<file path="src/rtl/baby_store.sv">
// Program store for a small CPU: 32x32 RAM shared between a host loader and the CPU,
// with a LOAD/RUN/HALT sequencer that holds the CPU in reset while the host owns the RAM.
module baby_store #(
    parameter int HOLD_CYCLES = 2
) (
    input  logic        clock,
    input  logic        reset_i,
    input  logic [4:0]  cpu_addr_i,
    input  logic        cpu_rw_en_i,
    input  logic [31:0] cpu_data_i,
    output logic [31:0] cpu_data_o,
    input  logic        cpu_stop_lamp_i,
    output logic        cpu_reset_o,
    input  logic        run_i,
    input  logic        abort_i,
    input  logic        host_valid_i,
    output logic        host_ready_o,
    input  logic        host_we_i,
    input  logic [4:0]  host_addr_i,
    input  logic [31:0] host_wdata_i,
    output logic [31:0] host_rdata_o,
    output logic        host_rvalid_o,
    output logic [1:0]  state_o,
    output logic [15:0] run_cycles_o
);

    typedef enum logic [1:0] {
        ST_LOAD = 2'b00,
        ST_RUN  = 2'b01,
        ST_HALT = 2'b10
    } state_t;

    localparam logic [3:0] HOLD_INIT = 4'(HOLD_CYCLES);

    state_t      state, state_next;
    logic [3:0]  hold, hold_next;
    logic [31:0] mem [32];
    logic        host_xfer;
    logic        cpu_we;
    logic        start;

    assign host_ready_o = (state != ST_RUN);
    assign cpu_reset_o  = (state != ST_RUN);
    assign state_o      = state;
    assign host_xfer    = host_valid_i && host_ready_o;
    assign cpu_we       = (state == ST_RUN) && cpu_rw_en_i;
    assign cpu_data_o   = (state == ST_RUN) ? mem[cpu_addr_i] : '0;

    // A pending host request outranks run_i so a load never races the CPU start.
    assign start = run_i && !host_valid_i && (hold == 4'd0);

    // NOTE: every signal gets a default before the case so no path leaves it unassigned,
    // otherwise synthesis infers a latch to hold the old value.
    always_comb begin
        state_next = state;
        hold_next  = (hold != 4'd0) ? hold - 4'd1 : 4'd0;
        case (state)
            ST_LOAD, ST_HALT: begin
                if (start) state_next = ST_RUN;
            end
            ST_RUN: begin
                if (cpu_stop_lamp_i || abort_i) begin
                    state_next = ST_HALT;
                    hold_next  = HOLD_INIT;
                end
            end
            default: state_next = ST_LOAD;
        endcase
    end

    // NOTE: sequential state uses non-blocking assignment so every register samples
    // pre-edge values regardless of statement order.
    always_ff @(posedge clock or posedge reset_i) begin
        if (reset_i) begin
            state <= ST_LOAD;
            hold  <= HOLD_INIT;
        end else begin
            state <= state_next;
            hold  <= hold_next;
        end
    end

    always_ff @(posedge clock or posedge reset_i) begin
        if (reset_i) begin
            run_cycles_o <= '0;
        end else if (state == ST_HALT && state_next == ST_RUN) begin
            run_cycles_o <= '0;
        end else if (state == ST_RUN && run_cycles_o != 16'hFFFF) begin
            run_cycles_o <= run_cycles_o + 16'd1;
        end
    end

    always_ff @(posedge clock or posedge reset_i) begin
        if (reset_i) begin
            host_rdata_o  <= '0;
            host_rvalid_o <= 1'b0;
        end else begin
            host_rvalid_o <= host_xfer && !host_we_i;
            if (host_xfer && !host_we_i) host_rdata_o <= mem[host_addr_i];
        end
    end

    // NOTE: the RAM has no reset so its contents survive reset_i; instead a write
    // landing on an edge while reset_i is high is suppressed explicitly.
    always_ff @(posedge clock) begin
        if (!reset_i) begin
            if (host_xfer && host_we_i) mem[host_addr_i] <= host_wdata_i;
            else if (cpu_we)            mem[cpu_addr_i]  <= cpu_data_i;
        end
    end

endmodule

</file>
<file path="config.mk">
export PLATFORM = sky130hd
export DESIGN_NAME = baby_store
export DESIGN_NICKNAME = d
export VERILOG_FILES = /design/src/rtl/baby_store.sv
export SDC_FILE = /design/constraint.sdc
export NUM_CORES = 1
export LEC_CHECK = 0
export BUFFER_PORTS_ARGS = -buffer_cell sky130_fd_sc_hd__buf_2
export CAP_MARGIN = 20
export CELL_PAD_IN_SITES_DETAIL_PLACEMENT = 1
export CELL_PAD_IN_SITES_GLOBAL_PLACEMENT = 2
export CORE_MARGIN = 3
export CORE_UTILIZATION = 30
export DETAILED_ROUTE_END_ITERATION = 7
export PLACE_DENSITY_LB_ADDON = 0.3
export SKIP_CTS_REPAIR_TIMING = 1
export SYNTH_ARGS = -nofsm -noshare
export SYNTH_HDL_FRONTEND = slang
export SYNTH_SLANG_ARGS = --single-unit
</file>
<file path="constraint.sdc">
create_clock -name clock -period 4.8 [get_ports clock]
set_input_delay 0.96 -clock clock [delete_from_list [all_inputs] [get_ports clock]]
set_output_delay 0.96 -clock clock [all_outputs]
set_load 0.05 [all_outputs]
</file>
# Word-level counts from Yosys, hierarchy flattened
# Memories as Yosys holds them, arrays and structs flattened. A register that Yosys moved wholly into a read port is not among the register bits.
# Index checks and enable logic that the tools add are counted.
dict set report word_totals {
  mem_count 1
  input_bits 82
  elab_cells 48
  ramBits 1024
  out_inout_bits 85
  reg_bits 23
}
# memory depth width read_ports rd_ports_with_merged_regs wr line
set mem_list {}
lappend mem_list {mem 32 32 2 1 1 37} ;# logic [31:0] mem [32];
dict set report classes {
  reduce_logical 17
  eq_ne 5
  addsub 2
  mux 19
}
# op n
set op_table {}
lappend op_table {{$mux 32} 2}
lappend op_table {{$mux 16} 2}
lappend op_table {{$reduce_or 32->1} 1}
lappend op_table {{$add 16x1->16 const B} 1}
lappend op_table {{$ne 16x16->1 const B} 1}
lappend op_table {{$mux 4} 3}
lappend op_table {{$logic_and 1x1->1} 8}
lappend op_table {{$mux 1} 8}
lappend op_table {{$mux 5} 1}
lappend op_table {{$eq 2x1->1 const B} 2}
lappend op_table {{$logic_not 4->1} 1}
lappend op_table {{$mux 2} 2}
lappend op_table {{$pmux 2 s2} 1}
lappend op_table {{$reduce_bool 4->1} 1}
lappend op_table {{$sub 4x1->4 const B} 1}
lappend op_table {{$eq 2x2->1 const B} 1}
lappend op_table {{$logic_not 1->1} 2}
lappend op_table {{$logic_not 2->1} 1}
lappend op_table {{$ne 2x1->1 const B} 1}
lappend op_table {{$reduce_bool 2->1} 1}
lappend op_table {{$reduce_or 2->1} 1}
lappend op_table {{$logic_or 1x1->1} 1}

# Depth between registers and ports, before layout
dict set report logic_depth {
  ltp_word 8
  ltp_mapped 8
  depth_no_buf 6
}

# Least setup slack after synthesis
# No wires, ideal clock.
dict set report synth_timing {
  path_kind {input-to-output}
  startpoint {input cpu_addr_i[1]}
  endpoint {output cpu_data_o[14]}
  setup_slack_ns 0.683
  stages 7
  path_buffers 3
  required_ns 3.840
  arrival_time_ns 3.157
  path_cell_list {buf_2 -> buf_2 -> clkbuf_1 -> mux4_2 -> mux2_2 -> o22ai_1 -> nor3_1}
}
dict set report synth_between {
  elab_chain_cells 2
}
# item line
set synth_lines {}
lappend synth_lines {{start: declaration} 8} ;# input logic [4:0] cpu_addr_i,
lappend synth_lines {{$mem_v2 32x32} --}
lappend synth_lines {{$mux 32} 47} ;# assign cpu_data_o = (state == ST_RUN) ? mem[cpu_addr_i] : '0;
lappend synth_lines {{end: declaration} 11} ;# output logic [31:0] cpu_data_o,
# No other way between the ends.

# Final worst setup path
dict set report layout_timing {
  startpoint {register state[0], in the netlist state_o[0]}
  endpoint {output cpu_data_o[6]}
}
dict set report layout_between {
  elab_chain_cells 2
}
# item line
set layout_lines {}
lappend layout_lines {{start: declaration} 35} ;# state_t state, state_next;
lappend layout_lines {{start signal: assignment} 78} ;# state <= state_next;
lappend layout_lines {{$eq 2x1->1} 47}
lappend layout_lines {{$mux 32} 47}
# No other way between the ends.

==> run_summary.xml <==
<?xml version="1.0" encoding="UTF-8"?>
<metrics>
  <group name="grt">
    <metric name="initial_antenna_violation_count" unit="">8</metric>
    <metric name="track_usage" unit="">0.201</metric>
    <metric name="grt_pass1_vias" unit="">31700</metric>
    <metric name="first_pass_grt_wire_length" unit="mm">249</metric>
    <metric name="grt-ovfl-total" unit="">0</metric>
    <metric name="grt_start_max_net_pins" unit="">72</metric>
  </group>
  <group name="setup_path">
    <metric name="ff2ff_setup_slack" unit="ns">1.26</metric>
    <metric name="timing.setup.critical_path_class" unit="">reg -&gt; out</metric>
    <metric name="critical_path.startpoint_type" unit="">flip-flop</metric>
    <metric name="worst_ep_arrival" unit="ns">3.38</metric>
    <metric name="r2r_start" unit="">state_o[1]</metric>
    <metric name="critPathMaxFanout" unit="">15</metric>
    <metric name="worstSetupStartpoint" unit="">state_o[0]</metric>
    <metric name="setup.worst_path.end_class" unit="">primary output</metric>
    <metric name="r2r_cells" unit="">5</metric>
    <metric name="regToRegEndpoint" unit="">mem[24][8]</metric>
    <metric name="cp_data_required_time" unit="ns">3.84</metric>
  </group>
  <group name="layout">
    <metric name="final_layout_size_suffix_gt1_frac" unit="">0.306</metric>
    <metric name="layout.filler_cells" unit="">16800</metric>
    <metric name="mostFrequentLayoutCells" unit="">sky130_fd_sc_hd__edfxtp_1 (1024), sky130_fd_sc_hd__mux2i_1 (513), sky130_fd_sc_hd__mux4_2 (256)</metric>
    <metric name="area_delta_synth_final" unit="%">17.0</metric>
    <metric name="finish.cell_count_without_fillers" unit="">5458</metric>
    <metric name="final_net_count" unit="">3238</metric>
    <metric name="layout.cells.most_common" unit="">sky130_fd_sc_hd__edfxtp_1</metric>
    <metric name="layout.cell_area.non_filler" unit="um^2">59200</metric>
  </group>
  <group name="floorplanning">
    <metric name="fp-row-count" unit="">150</metric>
    <metric name="design.portCount" unit="">167</metric>
    <metric name="core_region_area" unit="um^2">167000</metric>
    <metric name="fp.dieArea" unit="um^2">174000</metric>
    <metric name="start_util" unit="">0.302</metric>
    <metric name="die_w" unit="um">417</metric>
    <metric name="die_y" unit="um">417</metric>
  </group>
  <group name="clocking">
    <metric name="clock_tree.buffer_depth" unit="">3</metric>
    <metric name="cts_inserted_buffers" unit="">118</metric>
    <metric name="cts.clk_slew.worst_paths" unit="ns">0.06</metric>
    <metric name="clockRootBuffer" unit="">sky130_fd_sc_hd__clkbuf_16</metric>
    <metric name="cts_sinks" unit="">1079</metric>
    <metric name="insertion_delay" unit="ns">0.73</metric>
    <metric name="tritoncts_clock_tree" unit="">built</metric>
    <metric name="htree_levels" unit="">3</metric>
  </group>
  <group name="detailed_routing">
    <metric name="postRouteAntennaNets" unit="">0</metric>
    <metric name="drcViolationCount" unit="">0</metric>
    <metric name="drt_first_pass_iters" unit="">7</metric>
    <metric name="drt_first_iter_violations" unit="">2618</metric>
    <metric name="viasPerCell" unit="">5.59</metric>
    <metric name="route.final.wire_length" unit="mm">178</metric>
    <metric name="route.vias.total" unit="">30500</metric>
    <metric name="wire_per_inst" unit="um">32.5</metric>
  </group>
  <group name="synth">
    <metric name="ys_seq_elements" unit="">1079</metric>
    <metric name="number_of_enable_type_register_cells_in_the_synthesized_netlist" unit="">1024</metric>
    <metric name="syn_inst" unit="">2934</metric>
    <metric name="postSynth.topFlopCell" unit="">sky130_fd_sc_hd__edfxtp_1</metric>
    <metric name="ys_types" unit="">53</metric>
    <metric name="asyncSetResetFlopFracSynth" unit="">0.0510</metric>
    <metric name="syn-cell-area" unit="um^2">50600</metric>
    <metric name="synth.avg_cell_area" unit="um^2">17.3</metric>
    <metric name="synth_nets" unit="">3017</metric>
    <metric name="synth_seq_area_share" unit="">0.635</metric>
    <metric name="ys_warn_count" unit="">0</metric>
  </group>
  <group name="sta">
    <metric name="fmaxAchievable" unit="GHz">0.230</metric>
    <metric name="finalSetupViolations" unit="">0</metric>
    <metric name="layout_min_cycle_time" unit="ns">4.34</metric>
    <metric name="rsz0062_at_grt" unit="">false</metric>
    <metric name="finClkSkew" unit="ns">0.0221</metric>
    <metric name="tightest_slew" unit="ns">1.18</metric>
    <metric name="finalCritPeriodShare" unit="">0.905</metric>
    <metric name="finalHoldViolations" unit="">0</metric>
    <metric name="fin_setup_tns" unit="ns">0</metric>
    <metric name="final-max-slew-violation-count" unit="">0</metric>
    <metric name="max-slew-margin-rel" unit="">0.211</metric>
  </group>
  <group name="placement">
    <metric name="hpwl_after_detailed_placement" unit="mm">99.0</metric>
    <metric name="place.gp.congestion" unit="">0.742</metric>
    <metric name="place_area" unit="um^2">55300</metric>
    <metric name="portBuffers" unit="">166</metric>
    <metric name="dp.cells" unit="">5239</metric>
  </group>
  <group name="power">
    <metric name="power_density" unit="nW/um^2">393</metric>
    <metric name="peakVddDrop" unit="uV">255</metric>
    <metric name="power_leakage" unit="nW">20.2</metric>
  </group>
  <group name="flow_run">
    <metric name="max-cap-violations" unit="">0</metric>
  </group>
  <group name="min_path">
    <metric name="min_path_type" unit="">in -&gt; async</metric>
  </group>
  <group name="outcome">
    <metric name="run_status" unit="">completed</metric>
  </group>
</metrics>
==> logic make-up after synthesis <==
family / Yosys count / synth area share
flip-flops: 1079 / 0.635
buffers and inverters: 238 / 0.0227
XOR/XNOR: 12 / 0.00208
multiplexers: 930 / 0.251
adder cells (fa/ha/maj): 1 / 0.000247
AO/OA/AOI/OAI: 474 / 0.0703
AND/OR/NAND/NOR: 200 / 0.0191
==> routing by layer <==
layer  vias to the layer above  share of wire  track usage
met2                       915           0.49        0.341
met5                         -              0            0
met3                       232          0.048       0.0220
li1                      12700              -            -
met1                     16600           0.43        0.273
met4                         0          0.028       0.0583
==> report_power, final <==
| part | total [W] | internal, W | switching [W] |
|---|---|---|---|
| registers | 0.0108 | 0.0106 | 0.000229 |
| clock network | 0.00928 | 0.00546 | 0.00382 |
| logic | 0.00315 | 0.000980 | 0.00217 |
==> cell type report <==
cell class                 instances  area, um^2  share of cell area
multi-input combinational       1617       17700               0.298
tap                             2204        2760              0.0465
sequential                      1079       32100               0.542
timing repair buffer             333        2770              0.0468
clock buffer                     156        3240              0.0547
antenna                            1        2.50           0.0000422
clock inverter                    62         669              0.0113
inverter                           6        26.3            0.000443
==> per-stage QoR <==
step	power (W)	util	hold slack, ns	setup WS (ns)
finish	0.0233	0.354	0.446	0.458
global route	0.0240	0.354	0.468	0.304
CTS	0.0235	0.354	0.425	0.339
detailed placement	0.0142	0.331	0.465	0.445
global placement	0.0142	0.331	0.462	0.417
floorplan	0.0130	-	0.475	0.683
==> synthesized netlist by cell type (all sizes together), types with 2 or more instances <==
cell type	number	area [um^2]
nand4	5	46.3
and3b	2	17.5
or3	3	18.8
nand2b	8	50.1
xnor2	11	96.3
nor3b	3	22.5
buf	121	702
a21oi	70	350
o41ai	32	400
nor3	39	195
mux2	161	1810
inv	6	22.5
mux2i	513	5130
nor4	5	31.3
o22ai	96	601
nor2	53	199
mux4	256	5770
dfrtp	54	1350
a22o	64	561
nand3b	5	37.5
edfxtp	1024	30700
clkbuf	111	424
a221oi	64	561
nand3	7	35.0
o21ai	13	65.1
and3	3	20.0
nand2	57	214
a22oi	128	961
nor2b	3	18.8
or2	2	12.5
==> state kept, by name (all words and copies together) (netlist names) <==
register,cells
mem,1024
host_rdata_o,32
run_cycles_o,16
hold,4
state_o,2
host_rvalid_o,1
==> how the worst max path moves through the flow <==
stage | to | slack [ns]
after CTS | cpu_data_o[6] | 0.34
after detailed placement | cpu_data_o[6] | 0.44
after global placement | cpu_data_o[6] | 0.42
after global routing | cpu_data_o[6] | 0.30
final | cpu_data_o[6] | 0.46
after floorplan | cpu_data_o[14] | 0.68
==> critical path: stages (launching register included) <==
cell and delay [ns]:
sky130_fd_sc_hd__dfrtp_1 0.45, sky130_fd_sc_hd__nor2b_1 0.39, sky130_fd_sc_hd__clkinv_2 0.30, sky130_fd_sc_hd__buf_4 0.35, sky130_fd_sc_hd__nor3_1 0.67, sky130_fd_sc_hd__buf_4 0.21, sky130_fd_sc_hd__buf_2 0.25
(Power assumes the default switching activity.)
